`config.mk`:
```
export PLATFORM = sky130hd
export DESIGN_NAME = pre_mem_stage
export DESIGN_NICKNAME = d
export VERILOG_FILES = /design/src/rtl/pre_mem_stage.sv
export SDC_FILE = /design/constraint.sdc
export NUM_CORES = 1
export LEC_CHECK = 0
export CAP_MARGIN = 20
export CORE_AREA = 2 2 171 173
export CTS_CLUSTER_DIAMETER = 60
export CTS_CLUSTER_SIZE = 40
export DETAILED_ROUTE_END_ITERATION = 12
export DIE_AREA = 0 0 173 175
export PLACE_DENSITY = 0.74
export SLEW_MARGIN = 25
export SYNTH_ARGS = -nofsm -noshare
export SYNTH_HDL_FRONTEND = slang
export SYNTH_SLANG_ARGS = --single-unit
```
`constraint.sdc`:
```
create_clock -name clk -period 2 [get_ports clk]
set_input_delay 0.5 -clock clk [delete_from_list [all_inputs] [get_ports clk]]
set_output_delay 0.5 -clock clk [all_outputs]
set_load 0.01 [all_outputs]
```
`src/rtl/pre_mem_stage.sv`:
```
`default_nettype none
// ============================================================================
// Module   : pre_mem_stage
// Brief    : EX->MEM stage that issues aligned, formatted data-SRAM requests
//            and drains flushed requests so none are left orphaned.
// Revision : 1.0 - initial release
// ============================================================================
module pre_mem_stage #(
  parameter int PAYLOAD_W = 128
) (
  input  logic                 clk,
  input  logic                 resetn,
  input  logic                 es_valid,
  input  logic [3:0]           es_mem_op,
  input  logic [31:0]          es_addr,
  input  logic [31:0]          es_wdata,
  input  logic                 es_ex,
  input  logic [PAYLOAD_W-1:0] es_payload,
  output logic                 pms_allowin,
  input  logic                 ms_allowin,
  input  logic                 flush,
  output logic                 data_req,
  output logic                 data_wr,
  output logic [1:0]           data_size,
  output logic [31:0]          data_addr,
  output logic [3:0]           data_wstrb,
  output logic [31:0]          data_wdata,
  input  logic                 data_addr_ok,
  output logic                 pms_to_ms_valid,
  output logic                 pms_req_ok,
  output logic [3:0]           pms_mem_op,
  output logic [31:0]          pms_addr,
  output logic                 pms_ex,
  output logic [1:0]           pms_ade,
  output logic [PAYLOAD_W-1:0] pms_payload
);

  localparam logic [1:0] c_IDLE  = 2'd0;
  localparam logic [1:0] c_WAIT  = 2'd1;
  localparam logic [1:0] c_SENT  = 2'd2;
  localparam logic [1:0] c_DRAIN = 2'd3;

  logic [1:0]           r_state;
  logic [1:0]           w_next;
  logic                 r_valid;
  logic [3:0]           r_mem_op;
  logic [31:0]          r_addr;
  logic [31:0]          r_wdata;
  logic                 r_ex;
  logic [PAYLOAD_W-1:0] r_payload;

  logic       w_load, w_store, w_misalign, w_ex, w_need_req;
  logic       w_ready_go, w_allowin, w_es_need, w_entry, w_entry_req;
  logic [1:0] w_ade;

  // Size 3 is illegal and behaves as a word access.
  function automatic logic f_misalign(input logic [1:0] size, input logic [1:0] a);
    return ((size == 2'd1) & a[0]) | (size[1] & (a != 2'd0));
  endfunction

  assign w_load      = r_mem_op[3];
  assign w_store     = r_mem_op[2];
  assign w_misalign  = f_misalign(r_mem_op[1:0], r_addr[1:0]);
  assign w_ade       = {w_load & w_misalign, w_store & w_misalign};
  assign w_ex        = r_ex | (|w_ade);
  assign w_need_req  = r_valid & (w_load | w_store) & ~w_ex;

  // Lookahead on the incoming instruction so WAIT is entered the cycle after entry.
  assign w_es_need   = es_valid & (es_mem_op[3] | es_mem_op[2]) & ~es_ex
                     & ~f_misalign(es_mem_op[1:0], es_addr[1:0]);
  assign w_entry     = es_valid & w_allowin & ~flush;
  assign w_entry_req = w_entry & w_es_need;

  always_ff @(posedge clk) begin
    if (!resetn) begin
      r_state   <= c_IDLE;
      r_valid   <= 1'b0;
      r_mem_op  <= 4'd0;
      r_addr    <= 32'd0;
      r_wdata   <= 32'd0;
      r_ex      <= 1'b0;
      r_payload <= '0;
    end else begin
      r_state <= w_next;
      if (flush) begin
        r_valid <= 1'b0;
      end else if (w_allowin) begin
        r_valid <= es_valid;
      end
      if (w_entry) begin
        r_mem_op  <= es_mem_op;
        r_addr    <= es_addr;
        r_wdata   <= es_wdata;
        r_ex      <= es_ex;
        r_payload <= es_payload;
      end
    end
  end

  always_comb begin
    w_next = r_state;
    case (r_state)
      c_IDLE: begin
        if (w_entry_req) w_next = c_WAIT;
      end
      c_WAIT: begin
        if (data_addr_ok) begin
          if (flush)           w_next = c_IDLE;
          else if (ms_allowin) w_next = w_entry_req ? c_WAIT : c_IDLE;
          else                 w_next = c_SENT;
        end else if (flush) begin
          w_next = c_DRAIN;
        end
      end
      c_SENT: begin
        if (flush)           w_next = c_IDLE;
        else if (ms_allowin) w_next = w_entry_req ? c_WAIT : c_IDLE;
      end
      c_DRAIN: begin
        if (data_addr_ok) w_next = c_IDLE;
      end
      default: w_next = c_IDLE;
    endcase
  end

  always_comb begin
    w_ready_go = ~w_need_req | (r_state == c_SENT) | ((r_state == c_WAIT) & data_addr_ok);
    w_allowin  = (~r_valid | (w_ready_go & ms_allowin)) & (r_state != c_DRAIN);
    data_req   = (r_state == c_WAIT) | (r_state == c_DRAIN);
    // A drained request still owes a response, so MEM must learn to cancel it.
    pms_req_ok = (r_valid & ((r_state == c_SENT) | ((r_state == c_WAIT) & data_addr_ok)))
               | ((r_state == c_DRAIN) & data_addr_ok);
    pms_to_ms_valid = r_valid & w_ready_go;
  end

  always_comb begin
    data_wstrb = 4'b0000;
    if (w_store) begin
      case (r_mem_op[1:0])
        2'd0:    data_wstrb = 4'b0001 << r_addr[1:0];
        2'd1:    data_wstrb = r_addr[1] ? 4'b1100 : 4'b0011;
        default: data_wstrb = 4'b1111;
      endcase
    end
    case (r_mem_op[1:0])
      2'd0:    data_wdata = {4{r_wdata[7:0]}};
      2'd1:    data_wdata = {2{r_wdata[15:0]}};
      default: data_wdata = r_wdata;
    endcase
  end

  assign pms_allowin = w_allowin;
  assign data_wr     = w_store;
  assign data_size   = r_mem_op[1:0];
  assign data_addr   = r_addr;
  assign pms_mem_op  = r_mem_op;
  assign pms_addr    = r_addr;
  assign pms_ex      = w_ex;
  assign pms_ade     = w_ade;
  assign pms_payload = r_payload;

endmodule
`default_nettype wire

```
* Word level (Yosys, flattened, before mapping)
Cells that the tools add are included.
** Word-level totals
- Output and inout port bits :: 242
- Register bits :: 200
- Bits of input ports :: 203
- Logic and storage cells :: 77
** Cells by class
- Shifts and indexed selects :: 1
- Bitwise operators :: 38
- Eq/ne operators :: 10
- Mux-type cells :: 14
- Reduce and logical (&&, ||, !) cells :: 7
** Operator list (number)
- case mux 32 bit (2 select lines) :: 1
- bitwise AND 1 bit :: 20
- two-way mux 2 bit :: 8
- bitwise OR 1 bit :: 11
- two-way mux 4 bit :: 2
- case mux 2 bit (4 select lines) :: 1
- case mux 4 bit (2 select lines) :: 1
- NOT 1 bit :: 7
- equality test 2 x 1 -> 1 bit (second input constant) :: 3
- inequality test 2 bit (second input constant) :: 3
- inequality test 3 bit (second input constant) :: 2
- equality test 2 bit (second input constant) :: 2
- zero test 2 bit :: 2
- AND reduction 4 bit :: 1
- nonzero test 2 bit :: 2
- OR reduction 2 bit :: 2
- << shifter 1 x 2 -> 4 bit (first input constant) :: 1
- two-way mux 1 bit :: 1

* Longest topological paths before layout
- Depth in word-level cells :: 22
- Gate-level depth with buffers :: 8
- Depth with buffers taken out :: 4

* Worst setup path after synthesis
No wires, ideal clock.
- Kind :: input -> output
- Start point :: in data_addr_ok
- End point :: out pms_allowin
- Setup slack :: 0.100 ns
- Data arrival time :: 1.400 ns
- Required time :: 1.500 ns
- Stages :: 3
- Path buffers :: 0
- Path through :: nand2_1 > o2111a_1 > a222oi_1
** Between the ends
- Longest elaborated chain between the ends :: 5
** RTL lines
- start, declared :: line 28 : input logic data_addr_ok,
- bitwise AND 1 bit :: line 127 : w_ready_go = ~w_need_req | (r_state == c_SENT) | ((r_state == c_WAIT) & data_addr_ok);
- bitwise OR 1 bit :: line 127
- bitwise AND 1 bit :: line 128 : w_allowin = (~r_valid | (w_ready_go & ms_allowin)) & (r_state != c_DRAIN);
- bitwise OR 1 bit :: line 128
- bitwise AND 1 bit :: line 128
- end, declared :: line 19 : output logic pms_allowin,
Every way passes these cells.

* Worst setup path in the final report
- Start point :: reg r_mem_op[3] (netlist: pms_mem_op[3])
- End point :: out pms_allowin
** Between the ends
- Longest elaborated chain between the ends :: 11
- Elaborated cells on any way between the ends :: 13
- Those cells by class :: bitwise: 12; reduce/logical: 1
** RTL lines
- start, declared :: line 46 : logic [3:0] r_mem_op;
- start signal, assigned :: line 91 : r_mem_op <= es_mem_op;
- bitwise AND 1 bit :: line 64 : assign w_ade = {w_load & w_misalign, w_store & w_misalign};
- OR reduction 2 bit :: line 65 : assign w_ex = r_ex | (|w_ade);
- bitwise OR 1 bit :: line 65
- NOT 1 bit :: line 66 : assign w_need_req = r_valid & (w_load | w_store) & ~w_ex;
- bitwise AND 1 bit * :: line 66
- NOT 1 bit * :: line 127
- bitwise OR 1 bit * (2 in series) :: line 127
- bitwise AND 1 bit * :: line 128
- bitwise OR 1 bit * :: line 128
- bitwise AND 1 bit * :: line 128
Every way passes the cells marked *; elsewhere a longest branch is shown, timed or not.

==> impl_metrics.tcl <==
set metrics [dict create \
    critPathSlowestCell "a222oi_1" \
    cts_buffer_depth 2 \
    fin_ws_ps -319.7 \
    nNetsFinal 1660 \
    hold_buffers 0 \
    synth_xor_xnor_area_share 0 \
    final_cells 1854 \
    synth_compound_area_frac 0.02086 \
    overflow 0 \
    via_per_inst 4.524 \
    crit_arrival_ps 1820 \
    finClkSkew_ps 13.28 \
    io_pins 445 \
    ant_nets 0 \
    synth_simple_gate_area_share 0.1867 \
    hold_violations 0 \
    hold_end "pms_payload[64]$_SDFFE_PN0P_" \
    die_h_um 175 \
    violations "negative setup slack" \
    numClockSinks 200 \
    p_total_w 0.009878 \
    path_class "flop to output port" \
    final_core_util 0.5412 \
    cp-end-kind "output port" \
    r2r_slack_ps -180 \
    syn_to_final_growth_pct 74.26 \
    cts_htree_levels 4 \
    rows 62 \
    grt_pass1_wl_mm 46.65 \
    finalCriticalPeriod_ps 2320 \
    reg2reg_depth 13 \
    hp-class "flop to flop" \
    numCtsBuffers 17 \
    yosysSeqAreaShare 0.4541 \
    required_ps 1500 \
    cp-start-kind "flop" \
    layout-drive-gt1-share 0.1524 \
    final-max-slew-violation-count 0 \
    cpPeakStageDelay_ps 360 \
    track_usage 0.1954 \
    worstHoldPathCells 2 \
    drtIter0Drc 307 \
    r2r_start "pms_mem_op[3]$_SDFFE_PN0P_" \
    synth_area_mm2 0.008817 \
    synth_warnings 0 \
    cellLeakagePower_nw 6.209 \
    dr_total_vias 8387 \
    clk_latency_ps 430 \
    drc 0 \
    synth_top_family_by_area "multiplexers" \
    tightest_slew_ps 378.6 \
    place_area_mm2 0.01374 \
    cts_tree "done" \
    firstDrtPassIters 4 \
    path_clk_slew_ps 80 \
    first_global_vias 8595 \
    netlist_instances 998 \
    maxCapViolCount 0 \
    final_cell_area_mm2 0.01536 \
    ys_types 30 \
    synth_edf_count 0 \
    hold_slack_ps 455.0 \
    crit_fanout 3 \
    portBuffers 444 \
    async_reset_ff_frac 0 \
    cp_cell_sequence "buf_6 -> o221a_4 -> a311oi_4 -> buf_4 -> a222oi_1 -> buf_2" \
    gp_congestion 0.8658 \
    wl_met3_mm 2.371 \
    rsz0062_at_grt "true" \
    power.density_mw_per_mm2 642.9 \
    fmax_mhz 431.1 \
    cts-root-buf "clkbuf_16" \
    die_x_um 173 \
    grt_max_degree 85 \
    status "finished with violations" \
    core_mm2 0.02839 \
    syn_area_per_cell_um2 8.835 \
    drt-total-wl_mm 30.96 \
    dr_wl_met2_mm 15.54 \
    min_from "pms_payload[64]$_SDFFE_PN0P_" \
    grt_antenna_before_repair 0 \
    timing.rr.end "pms_payload[121]$_SDFFE_PN0P_" \
    dp.cells 1783 \
    dieArea_mm2 0.03028 \
    synthMuxAreaShare 0.2554 \
    slew_headroom 0.7476 \
    top_layer "met4" \
    setup_viol 218 \
    finalCritPeriodShare 1.160 \
    drt-wirelength-per-cell_um 16.70 \
    wl_met1_mm 11.94 \
    ys.flop_type "dfxtp_1" \
    synth_fp_nets 1201 \
    ir_drop_uv 413.6 \
    dp_hpwl_mm 21.75 \
    diodes 0 \
    initial_utilization 0.3105 \
    ys_ff_latch 200 \
    synth-adder-area-share 0 \
]
==> per-stage QoR <==
stage	worst slack [ps]	setup TNS, ps
final	-319.7	-17580
after global routing	-416.7	-30340
after global placement	-836.7	-69710
after detailed placement	-828.0	-76190
after floorplan	100.2	0
after CTS	-414.2	-40000
==> kinds of logic after synthesis <==
logic type,count (synthesis)
muxes,223
and+or+nand+nor,429
DFF,200
buffers and inverters,119
AOI/OAI and AO/OA,27
==> final cells by class <==
type / count / area [um2]
clock buffers: 22 / 464.2
repair buffers: 555 / 6033
well taps: 384 / 480.5
inverters: 4 / 15.01
flip-flops and latches: 200 / 4025
clock inverters: 10 / 87.58
fillers: 2486 / 13030
multi-input cells: 679 / 4259
==> critical path, delay by kind of cell (launching register included) <==
family / cells / cell delay [ps]
AOI/OAI and AO/OA: 3 / 580
buffers and inverters: 3 / 480
DFF: 1 / 350
==> routing by layer <==
layer | up-vias | GRT usage
li1 | 4105 | -
met1 | 3902 | 0.2083
met2 | 329 | 0.3537
met3 | 51 | 0.06419
met4 | 0 | 0.08227
met5 | - | 0
==> sequential cells by signal, summed over array words and instances, names as in the netlist <==
name,count
pms_payload,128
data_addr,32
r_wdata,32
pms_mem_op,4
r_state,2
r_ex,1
r_valid,1
==> where the power goes <==
| group | internal (W) | switching (W) | leakage [nW] |
|---|---|---|---|
| registers | 0.00419 | 0.000142 | 1.64 |
| logic | 0.00133 | 0.000855 | 4.31 |
| clock network | 0.00170 | 0.00166 | 0.257 |
==> cell usage after synthesis, types with 3 or more instances <==
master,instances,area [um2]
mux2i_1,207,2072
nor2b_1,4,25.02
o21ai_0,12,60.06
buf_4,43,322.8
dfxtp_1,200,4004
nor2_1,6,22.52
buf_2,8,40.04
nand2b_1,3,18.77
inv_1,4,15.01
buf_6,15,168.9
a21oi_1,4,20.02
nand2_1,408,1531
mux2_2,16,180.2
clkbuf_1,47,176.4
and2_1,3,18.77
==> worst max-delay path by stage <==
stage | from | end | slack, ps | depth (start not counted)
after floorplan | data_addr_ok | pms_allowin | 100 | 3
after global placement | data_addr_ok | pms_allowin | -840 | 5
after detailed placement | data_addr_ok | pms_allowin | -830 | 5
after CTS | pms_mem_op[3]$_SDFFE_PN0P_ | pms_allowin | -410 | 6
after global routing | data_addr[0]$_SDFFE_PN0P_ | pms_allowin | -420 | 5
final | pms_mem_op[3]$_SDFFE_PN0P_ | pms_allowin | -320 | 6
==> cells in the final DEF (no fill, tap or decap), types with 4 or more instances in the layout <==
cell / instances
buf_6: 43
dfxtp_1: 189
buf_4: 32
dfxtp_2: 8
buf_2: 12
o21ai_1: 5
nor2b_1: 4
mux2_4: 16
dlygate4sd2_1: 9
dlymetal6s2s_1: 6
buf_12: 23
buf_16: 12
mux2i_1: 202
mux2i_2: 4
nand2_1: 407
clkinvlp_4: 4
clkdlybuf4s50_1: 393
clkbuf_16: 18
buf_8: 22
o21ai_0: 4
==> timing repair <==
| action | 4_1_cts | 5_1_grt |
|---|---|---|
| gates resized for setup | 280 | 50 |
| pin swaps | 8 | 11 |
| cloned | 15 | 1 |
| buffers inserted | 22 | 13 |
| setup endpoints to repair | 238 | 234 |
(Power assumes the default switching activity.)
